`src/rtl/sram_arb_pkg.sv`:
```
// Shared types for the two-master SRAM arbiter: transaction FSM states and master index.
package sram_arb_pkg;

    typedef enum logic [1:0] {
        IDLE = 2'd0,
        RD   = 2'd1,
        WR   = 2'd2
    } state_t;

    typedef logic master_idx_t;

endpackage

```
`src/rtl/rr_arb2.sv`:
```
// Two-way round-robin arbiter: on a tie the master that was not granted last wins.
module rr_arb2
    import sram_arb_pkg::*;
(
    input  logic [1:0]  req,
    input  logic        enable,
    input  master_idx_t last_grant,
    output logic [1:0]  gnt,
    output master_idx_t winner
);

    // Pick the winner and form a one-hot grant only when enabled
    always_comb begin
        winner = 1'b0;
        gnt    = 2'b00;
        if (req == 2'b11) begin
            winner = ~last_grant;
        end else if (req[1]) begin
            winner = 1'b1;
        end else begin
            winner = 1'b0;
        end
        if (enable && (req != 2'b00)) begin
            gnt = winner ? 2'b10 : 2'b01;
        end else begin
            gnt = 2'b00;
        end
    end

endmodule

```
`src/rtl/sram_arbiter_chk.sv`:
```
// Simulation checks on the arbiter: SRAM handshake expectations and one-hot grant/response.
module sram_arbiter_chk
    import sram_arb_pkg::*;
#(
    parameter int NB = 4
) (
    input logic          CLK,
    input logic          RSTn,
    input state_t        state,
    input logic [NB-1:0] be_hold,
    input logic          sram_data_valid,
    input logic          sram_wack,
    input logic [1:0]    gnt,
    input logic [1:0]    rvalid
);

    a_rd_valid: assert property (@(posedge CLK) disable iff (!RSTn)
        (state == RD) |-> sram_data_valid);

    a_wr_wack: assert property (@(posedge CLK) disable iff (!RSTn)
        ((state == WR) && (be_hold != '0)) |-> sram_wack);

    a_gnt_onehot: assert property (@(posedge CLK) disable iff (!RSTn)
        $onehot0(gnt));

    a_rvalid_onehot: assert property (@(posedge CLK) disable iff (!RSTn)
        $onehot0(rvalid));

endmodule

```
`src/rtl/sram_arbiter.sv`:
```
// Shares one split-port SRAM between two req/gnt/rvalid masters, one transaction in flight,
// sequencing the read port and the one-cycle-late write commit.
module sram_arbiter
    import sram_arb_pkg::*;
#(
    parameter int ADDR_WIDTH = 16,
    parameter int DATA_WIDTH = 2,
    localparam int DW = 8 << DATA_WIDTH,
    localparam int NB = 1 << DATA_WIDTH
) (
    input  logic                  CLK,
    input  logic                  RSTn,
    input  logic [1:0]            REQ,
    output logic [1:0]            GNT,
    output logic [1:0]            RVALID,
    input  logic [1:0]            WE,
    input  logic [2*NB-1:0]       BE,
    input  logic [63:0]           ADDR,
    input  logic [2*DW-1:0]       WDATA,
    output logic [DW-1:0]         RDATA,
    output logic [ADDR_WIDTH-1:0] SRAM_READ_ADDR,
    output logic                  SRAM_OE,
    input  logic [DW-1:0]         SRAM_DATA_OUT,
    input  logic                  SRAM_DATA_VALID,
    output logic [ADDR_WIDTH-1:0] SRAM_WRITE_ADDR,
    output logic [DW-1:0]         SRAM_DATA_IN,
    output logic [NB-1:0]         SRAM_BE,
    output logic                  SRAM_WE,
    input  logic                  SRAM_WACK
);

    state_t                  state_r;
    state_t                  state_nxt_s;
    master_idx_t             last_grant_r;
    master_idx_t             active_r;
    master_idx_t             winner_s;
    logic [1:0]              gnt_s;
    logic                    arb_en_s;
    logic                    grant_s;
    logic [31:0]             sel_addr_s;
    logic [ADDR_WIDTH-1:0]   sel_word_s;
    logic                    sel_we_s;
    logic [NB-1:0]           sel_be_s;
    logic [DW-1:0]           sel_wdata_s;
    logic [ADDR_WIDTH-1:0]   waddr_r;
    logic [DW-1:0]           wdata_r;
    logic [NB-1:0]           be_hold_r;
    logic                    unused_addr_s;

    assign arb_en_s = (state_r == IDLE) && RSTn;

    rr_arb2 u_arb (
        .req        (REQ),
        .enable     (arb_en_s),
        .last_grant (last_grant_r),
        .gnt        (gnt_s),
        .winner     (winner_s)
    );

    assign GNT         = gnt_s;
    assign grant_s     = |gnt_s;
    assign sel_addr_s  = winner_s ? ADDR[63:32] : ADDR[31:0];
    assign sel_word_s  = sel_addr_s[ADDR_WIDTH+DATA_WIDTH-1:DATA_WIDTH];
    assign sel_we_s    = winner_s ? WE[1] : WE[0];
    assign sel_be_s    = winner_s ? BE[2*NB-1:NB] : BE[NB-1:0];
    assign sel_wdata_s = winner_s ? WDATA[2*DW-1:DW] : WDATA[DW-1:0];

    // Address bits above the SRAM range alias and byte-offset bits are ignored
    assign unused_addr_s = ^ADDR;

    assign SRAM_WRITE_ADDR = waddr_r;
    assign SRAM_DATA_IN    = wdata_r;

    // Next state, SRAM strobes in the grant cycle and the response in the following cycle
    always_comb begin
        state_nxt_s    = state_r;
        SRAM_OE        = 1'b0;
        SRAM_WE        = 1'b0;
        SRAM_BE        = '0;
        SRAM_READ_ADDR = '0;
        RVALID         = 2'b00;
        RDATA          = '0;
        case (state_r)
            IDLE: begin
                if (grant_s) begin
                    if (sel_we_s) begin
                        state_nxt_s = WR;
                        SRAM_WE     = 1'b1;
                        SRAM_BE     = sel_be_s;
                    end else begin
                        state_nxt_s    = RD;
                        SRAM_OE        = 1'b1;
                        SRAM_READ_ADDR = sel_word_s;
                    end
                end else begin
                    state_nxt_s = IDLE;
                end
            end
            RD: begin
                state_nxt_s      = IDLE;
                RVALID[active_r] = 1'b1;
                RDATA            = SRAM_DATA_OUT;
            end
            WR: begin
                state_nxt_s      = IDLE;
                RVALID[active_r] = 1'b1;
            end
            default: begin
                state_nxt_s = IDLE;
            end
        endcase
    end

    // FSM state, arbitration history and the in-flight master
    always_ff @(posedge CLK or negedge RSTn) begin
        if (!RSTn) begin
            state_r      <= IDLE;
            last_grant_r <= 1'b1;
            active_r     <= 1'b0;
            be_hold_r    <= '0;
        end else begin
            state_r <= state_nxt_s;
            if (grant_s) begin
                last_grant_r <= winner_s;
                active_r     <= winner_s;
                be_hold_r    <= sel_we_s ? sel_be_s : '0;
            end else begin
                last_grant_r <= last_grant_r;
                active_r     <= active_r;
                be_hold_r    <= be_hold_r;
            end
        end
    end

    // Write hold registers stay unreset so a write signalled just before reset still commits intact
    always_ff @(posedge CLK) begin
        if (grant_s && sel_we_s) begin
            waddr_r <= sel_word_s;
            wdata_r <= sel_wdata_s;
        end else begin
            waddr_r <= waddr_r;
            wdata_r <= wdata_r;
        end
    end

    sram_arbiter_chk #(.NB(NB)) u_chk (
        .CLK             (CLK),
        .RSTn            (RSTn),
        .state           (state_r),
        .be_hold         (be_hold_r),
        .sram_data_valid (SRAM_DATA_VALID),
        .sram_wack       (SRAM_WACK),
        .gnt             (GNT),
        .rvalid          (RVALID)
    );

endmodule

```
`config.mk`:
```
export PLATFORM = sky130hd
export DESIGN_NAME = sram_arbiter
export DESIGN_NICKNAME = d
export VERILOG_FILES = /design/src/rtl/sram_arb_pkg.sv /design/src/rtl/rr_arb2.sv /design/src/rtl/sram_arbiter_chk.sv /design/src/rtl/sram_arbiter.sv
export SDC_FILE = /design/constraint.sdc
export NUM_CORES = 1
export LEC_CHECK = 0
export CAP_MARGIN = 5
export CORE_AREA = 2 2 108 110
export DETAILED_ROUTE_END_ITERATION = 6
export DIE_AREA = 0 0 110 112
export HOLD_SLACK_MARGIN = 0.12
export PLACE_DENSITY = 0.72
export SLEW_MARGIN = 0
export SYNTH_ARGS = -nofsm -noshare
export SYNTH_HDL_FRONTEND = slang
export SYNTH_SLANG_ARGS = --single-unit
export TNS_END_PERCENT = 30
```
`constraint.sdc`:
```
create_clock -name CLK -period 4.3 [get_ports CLK]
set_input_delay 0.86 -clock CLK [delete_from_list [all_inputs] [get_ports CLK]]
set_output_delay 0.86 -clock CLK [all_outputs]
set_load 0.005 [all_outputs]
```
==> results of run 1 <==
placed cells by master, fill, tap and decap left out, types with 2 or more instances in the layout:
cell	netlist	routed
sky130_fd_sc_hd__a21oi_1	20	20
sky130_fd_sc_hd__and2_1	33	33
sky130_fd_sc_hd__buf_4	1	8
sky130_fd_sc_hd__clkbuf_16	0	5
sky130_fd_sc_hd__clkdlybuf4s50_1	0	247
sky130_fd_sc_hd__clkinv_2	0	2
sky130_fd_sc_hd__dfrtp_1	3	3
sky130_fd_sc_hd__edfxtp_1	48	48
sky130_fd_sc_hd__ha_1	2	2
sky130_fd_sc_hd__inv_1	2	2
sky130_fd_sc_hd__nand2_1	145	145
sky130_fd_sc_hd__nand3_1	8	8
sky130_fd_sc_hd__nand3b_1	32	32
sky130_fd_sc_hd__nor2_1	4	3
sky130_fd_sc_hd__nor2b_1	2	2
metal layers:
| metal | GRT usage | wire, um | vias up | share of wire |
|---|---|---|---|---|
| met5 | 0 | 0 | - | 0 |
| met4 | 0.0532 | 193 | 0 | 0.018 |
| met3 | 0.0515 | 1220 | 14 | 0.11 |
| met2 | 0.319 | 5610 | 177 | 0.51 |
| met1 | 0.168 | 3890 | 1452 | 0.36 |
| li1 | - | - | 1569 | - |
flip-flops by register name, summed over array words and instances, names as in the netlist:
signal           count
last_grant_r         1
SRAM_WRITE_ADDR     16
state_r              2
active_r             1
SRAM_DATA_IN        32
synth_stat cells, drive strengths merged:
master	n
nand2	145
edfxtp	48
and2	33
nand3b	32
a21oi	20
buf	16
clkbuf	8
nand3	8
nor2	4
dfrtp	3
ha	2
inv	2
nor2b	2
a21bo	1
a21boi	1
a21o	1
a31oi	1
a41oi	1
dfstp	1
mux2i	1
o211ai	1
metrics by stage:
| step | hold slack (ns) | power (uW) | setup WS (ns) | utilization |
|---|---|---|---|---|
| floorplan | 0.464 | 818 | 0.515 | - |
| global placement | 0.476 | 1100 | 0.577 | 0.496 |
| detailed placement | 0.501 | 1110 | 0.557 | 0.496 |
| CTS | 0.516 | 1510 | 0.544 | 0.509 |
| global route | 0.529 | 1570 | 0.420 | 0.509 |
| finish | 0.508 | 1490 | 0.554 | 0.509 |
worst max-delay path by stage:
stage          startpoint                   endpoint  slack, ns  depth (start not counted)
6_report           REQ[0]                    SRAM_OE       0.55                          5
5_1_grt            REQ[0]                    SRAM_OE       0.42                          5
4_1_cts            REQ[0]                    SRAM_OE       0.54                          5
3_5_place_dp       REQ[0]                    SRAM_OE       0.56                          5
3_3_place_gp       REQ[0]                    SRAM_OE       0.58                          5
2_1_floorplan      REQ[1]  SRAM_DATA_IN[0]$_DFFE_PP_       0.52                          4
area by class of cell:
cell class | count | area, um2
Clock buffer | 5 | 125
Clock inverter | 3 | 18.8
Fill cell | 1011 | 5490
Inverter | 2 | 7.51
Multi-Input combinational cell | 253 | 1260
Sequential cell | 52 | 1540
Tap cell | 143 | 179
Timing Repair Buffer | 256 | 2550
where the power goes:
group	internal, uW	total [uW]	switching, uW
combinational	274	475	201
clock	215	391	176
sequential	610	624	14.0
cell families after synthesis:
kind of cell / share of synthesized area
DFF: 0.528
adders and majority gates: 0.00857
and+or+nand+nor: 0.362
AOI/OAI and AO/OA: 0.0518
buffers and inverters: 0.0454
muxes: 0.00343
==> metrics.txt, run 1 <==
worst hold path depth=1; Worst Setup End Kind=primary output; total power per unit cell area=about 260 nW/um2; buffer type at the clock tree root=sky130_fd_sc_hd__clkbuf_16; routability cong.=0.786; PortBufs=247; Top Family by Delay on Critical Path=buffers and inverters; number of diodes added for antenna fixing=0; initial antenna violation count=0; sink count of the clock tree=52; count of state elements after synthesis=52; Antenna Nets Post-Route=0; Hold/Removal Path Class=flip-flop to flip-flop; Std-Cell Rows=39; Post-Route Setup TNS=0 ns; most area-consuming cells after synthesis=sky130_fd_sc_hd__edfxtp_1 (49%), sky130_fd_sc_hd__nand2_1 (19%), sky130_fd_sc_hd__nand3b_1 (8.2%); Hold Path Origin=active_r$_DFFE_PN0N_; buffers plus inverters on the worst setup path=2; number of warnings reported in the yosys synthesis log=0; buffers from clock root to sink, at most=2; largest net degree at the start of global routing=57; first-pass GRT wire length=15900 um; Synth Net Count=509; post-route clock skew=0.0102 ns; Cell Count, Final, Fillers Out=714; leakage component of the power=0.00222 uW; Setup-failing EPs final=0; share of the yosys chip area belonging to registers=0.528; maximum clock frequency=267 MHz; Most common cell on crit path=sky130_fd_sc_hd__clkdlybuf4s50_1; path type of the worst setup path=input pin to primary output; CP Max Fanout=4; status=complete, no violations; Die H=112 um; Resized cells post-CTS=0; vias in the first global route=3203; Netlist cell types=23; measured slew at the worst slew-check pin=0.779 ns; area share of the leading cell type in the synthesized netlist=0.494; Period Utilization, post-route=0.871; drt drc=0; area of the core region=about 11000 um2; Starting Density=0.261; CTS H-tree depth=2; largest incremental delay on the critical path=0.57 ns; Critical Path RT=~3.4 ns; routed wire length=10900 um; Pins Over Slew Limit=0; end point of the worst hold path=active_r$_DFFE_PN0N_; iteration count of the initial detailed-routing pass=4; horizontal extent of the die=110 um; endpoint of the worst-slack reg-to-reg timing path=SRAM_DATA_IN[13]$_DFFE_PP_; Clk pin slew, worst setup/hold paths=0.07 ns; CTS tree=built; Post-DP Area=5540 um2; average footprint of a synthesized cell=8.82 um2; Top-Level Pins=about 280; Final Hold Viols=0; fraction of final layout cells sized beyond drive strength 1=0.0368; Num CTS Buffers=5; biggest area consumer among synthesized cells=sky130_fd_sc_hd__edfxtp_1; gr usage total=0.167; Critical Path Slowest Stage Cell=sky130_fd_sc_hd__clkdlybuf4s50_1; Worst setup SP type=input pin; post-layout net count=748; worst slew slack as a fraction of its limit=0.480; post-route cell area=5690 um2; Cell Count Post-Placement=706; number of instances in the synthesized netlist=331; Worst Reg2Reg Path Length in Cells=6; violation count after the first detailed-route iteration=between 100 and 150; Final HPWL DP=8350 um; GRT overflow=0; Worst-Skew Late Latency=0.29 ns; shortest period the worst path allows=3.75 ns; worst IR drop on VDD=0.136 mV; max-capacitance violation count=0; total standard cell area after synthesis=2920 um2; Hold-fix buffers, CTS=0; via count of the routed design=3212; critical path data arrival time=2.89 ns; RSZ-0062 raised after global routing=no; routed vias/inst=~4.5; Routed wire per std cell=15.3 um; Critical Path, Cell by Cell=clkdlybuf4s50_1, a21bo_2, mux2i_1, nor2b_1, clkdlybuf4s50_1; Register-to-Register Setup Slack=about 2 ns; DIE AREA=12300 um2; Area growth, synth to finish=94.7%; worst reg2reg startpoint=state_r[0]$_DFF_PN0_; number of post-CTS setup repair buffers=0
No activity file was read; power rests on OpenSTA's default activity.
==> inputs of run 2 (changes only) <==
- ABC_AREA: default -> 1
- PLACE_DENSITY: 0.72 -> 0.73
- SKIP_LAST_GASP: default -> 1
==> run 2 against run 1 <==
- count of clock-buffer cells in the layout stayed put
- wire length is 6.8% lower
- critical endpoint is now GNT[0]
- via count is 2.9% higher
- final cell count is 9.5% higher
- critical path type unchanged
- worst hold slack worse by 0.036 ns
- register-to-register slack worse by 0.07 ns
- clock power is 3% higher
- largest power group unchanged
- maximum frequency is 0.94% higher
- design area is 1.4% higher
==> metrics.txt, run 2 <==
Starting Density=0.270; flip-flop count of the largest register after layout=32; Resized cells post-CTS=0; shortest period the worst path allows=3.71 ns; Antenna Nets Post-Route=0; DIE AREA=12300 um2; Top Family by Delay on Critical Path=buffers and inverters; Die H=112 um; maximum clock frequency=269 MHz; via count of the routed design=3306; sink count of the clock tree=52; drt drc=0; Top-Level Pins=282; Setup-failing EPs final=0; CP Max Fanout=33; Critical Path, Cell by Cell=clkdlybuf4s50_1, nand2_1, nand2_2, inv_2, nor2_1, clkdlybuf4s50_1; status=complete, no violations; Synth Net Count=575; most frequent standard cell in the layout excluding fill and tap cells=sky130_fd_sc_hd__clkdlybuf4s50_1; horizontal extent of the die=110 um; ys async rst share=0.0769; critical path data arrival time=about 2.9 ns; post-layout net count=816; routed wire length=slightly above 10000 um; Worst Setup End Kind=primary output; prevailing post-synth register cell=sky130_fd_sc_hd__edfxtp_1; most area-consuming cells after synthesis=sky130_fd_sc_hd__edfxtp_1 (48%), sky130_fd_sc_hd__nand2_1 (20%), sky130_fd_sc_hd__inv_1 (9.9%); Worst-Skew Late Latency=0.29 ns; largest incremental delay on the critical path=0.54 ns; Worst Setup Slack post-DPL=0.547 ns; number of warnings reported in the yosys synthesis log=0; leakage component of the power=0.00269 uW; Num CTS Buffers=5; CTS tree=built; violation count after the first detailed-route iteration=111; worst slew slack as a fraction of its limit=0.310; RSZ-0062 raised after global routing=no; fraction of final layout cells sized beyond drive strength 1=0.0344; Final HPWL DP=8080 um; number of post-CTS setup repair buffers=0; initial antenna violation count=0; commonest non-fill, non-tap cells in the layout=sky130_fd_sc_hd__clkdlybuf4s50_1 (247), sky130_fd_sc_hd__nand2_1 (159), sky130_fd_sc_hd__inv_1 (79); Worst setup SP type=input pin; Period Utilization, post-route=0.863; gr usage total=0.157; fill count=1061; worst IR drop on VDD=0.174 mV; PortBufs=247; Hold-fix buffers, CTS=0; buffer type at the clock tree root=sky130_fd_sc_hd__clkbuf_16; average footprint of a synthesized cell=around 7.6 um2; Netlist cell types=19; max-capacitance violation count=0; Final Hold Viols=0; GRT overflow=0; Multi-input gate area=1060 um2; total power per unit cell area=263 nW/um2; Routed wire per std cell=13.0 um; CTS H-tree depth=2; path type of the worst setup path=input pin to primary output; routed vias/inst=4.23; largest net degree at the start of global routing=34; Area growth, synth to finish=90.9%; buffers plus inverters on the worst setup path=3; Std-Cell Rows=39; iteration count of the initial detailed-routing pass=4; routability cong.=0.768; area share of the leading cell type in the synthesized netlist=0.477; Critical Path Slowest Stage Cell=sky130_fd_sc_hd__clkdlybuf4s50_1; number of synthesized flops with an enable pin=48; Pins Over Slew Limit=0; Critical Path RT=3.44 ns; number of diodes added for antenna fixing=0; first-pass GRT wire length=15200 um; Most common cell on crit path=sky130_fd_sc_hd__clkdlybuf4s50_1; fin worst setup slack=0.589 ns; share of the yosys chip area belonging to registers=0.511; area of the core region=11200 um2; Post-Route Setup TNS=0 ns; measured slew at the worst slew-check pin=1.04 ns; Clk pin slew, worst setup/hold paths=0.07 ns; Synth top cells by count=sky130_fd_sc_hd__nand2_1 (160), sky130_fd_sc_hd__inv_1 (80), sky130_fd_sc_hd__edfxtp_1 (48), sky130_fd_sc_hd__nand3_1 (40), sky130_fd_sc_hd__nor2_1 (23); Hold/Removal Path Class=flip-flop to flip-flop; library cell with the highest instance count after synthesis=sky130_fd_sc_hd__nand2_1; register area=1540 um2; count of state elements after synthesis=52; post-route clock skew=0.00828 ns; number of instances in the synthesized netlist=397; total standard cell area after synthesis=slightly above 3000 um2; buffers from clock root to sink, at most=2; vias in the first global route=3215; biggest area consumer among synthesized cells=sky130_fd_sc_hd__edfxtp_1
==> run 2: changes by cell type in the layout (fill, tap and decap cells not counted), sizes merged, moves of 2 or more <==
cell | previous run | this run
a21oi | 20 | 0
and2 | 33 | 16
buf | 9 | 6
clkinv | 3 | 1
inv | 2 | 83
nand2 | 145 | 161
nand3 | 8 | 41
nand3b | 32 | 0
nor2 | 4 | 25
nor2b | 2 | 0
==> run 2: through the flow <==
stage | area, um2 | std cells | hold slack, ns | util | total power (uW)
CTS | 5760 | 782 | 0.475 | 0.516 | 1540
finish | 5760 | 782 | 0.472 | 0.516 | 1520
detailed placement | 5610 | 774 | 0.463 | 0.502 | 1130
global placement | 5610 | 774 | 0.466 | 0.502 | 1120
global route | 5760 | 782 | 0.508 | 0.516 | 1600
floorplan | 3020 | 397 | 0.442 | - | 831
==> run 2: final timing paths <==
check                                    startpoint                      endpoint  slack [ns]  cells past startpoint
hold reg to reg            last_grant_r$_DFFE_PN1N_      last_grant_r$_DFFE_PN1N_        0.47                      2
setup / recovery                             REQ[0]                        GNT[0]        0.59                      6
hold / removal             last_grant_r$_DFFE_PN1N_      last_grant_r$_DFFE_PN1N_        0.47                      2
max in group asynchronous                      RSTn      last_grant_r$_DFFE_PN1N_        3.23                      1
min in group asynchronous                      RSTn          state_r[0]$_DFF_PN0_        0.80                      1
setup reg to reg               state_r[0]$_DFF_PN0_  SRAM_WRITE_ADDR[9]$_DFFE_PP_        1.95                      8
==> run 2: tightest hold or removal path, cell delays in order, from the launching register on <==
cell and delay (ns):
sky130_fd_sc_hd__dfstp_2 0.38, sky130_fd_sc_hd__nand2_1 0.05, sky130_fd_sc_hd__nand2_1 0.04
==> run 2: cells by family after synthesis <==
family	synth area share
and+or+nand+nor	0.341
DFF	0.511
adders and majority gates	0.00829
buffers and inverters	0.140
==> run 2: layout make-up <==
| cell class | instances | share of cell area |
|---|---|---|
| Clock buffer | 5 | 0.0217 |
| Clock inverter | 3 | 0.00456 |
| Inverter | 81 | 0.0528 |
| Multi-Input combinational cell | 245 | 0.183 |
| Sequential cell | 52 | 0.268 |
| Tap cell | 143 | 0.0310 |
| Timing Repair Buffer | 253 | 0.439 |
==> run 2: report_power, final <==
group / internal [uW] / switching [uW]
sequential: 610 / 11.6
combinational: 283 / 212
clock: 221 / 181
==> run 2: routing by layer <==
layer | part of all wire | track usage | vias to the layer above
met2 | 0.51 | 0.300 | 136
met1 | 0.39 | 0.170 | 1491
li1 | - | - | 1671
met5 | 0 | 0 | -
met4 | 0.010 | 0.0346 | 0
met3 | 0.086 | 0.0392 | 8
==> inputs of run 3 (changes only) <==
- SKIP_LAST_GASP: 1 -> default
==> results of run 3 <==
The final DEF is identical to that of run 2; final timing and power are the same.
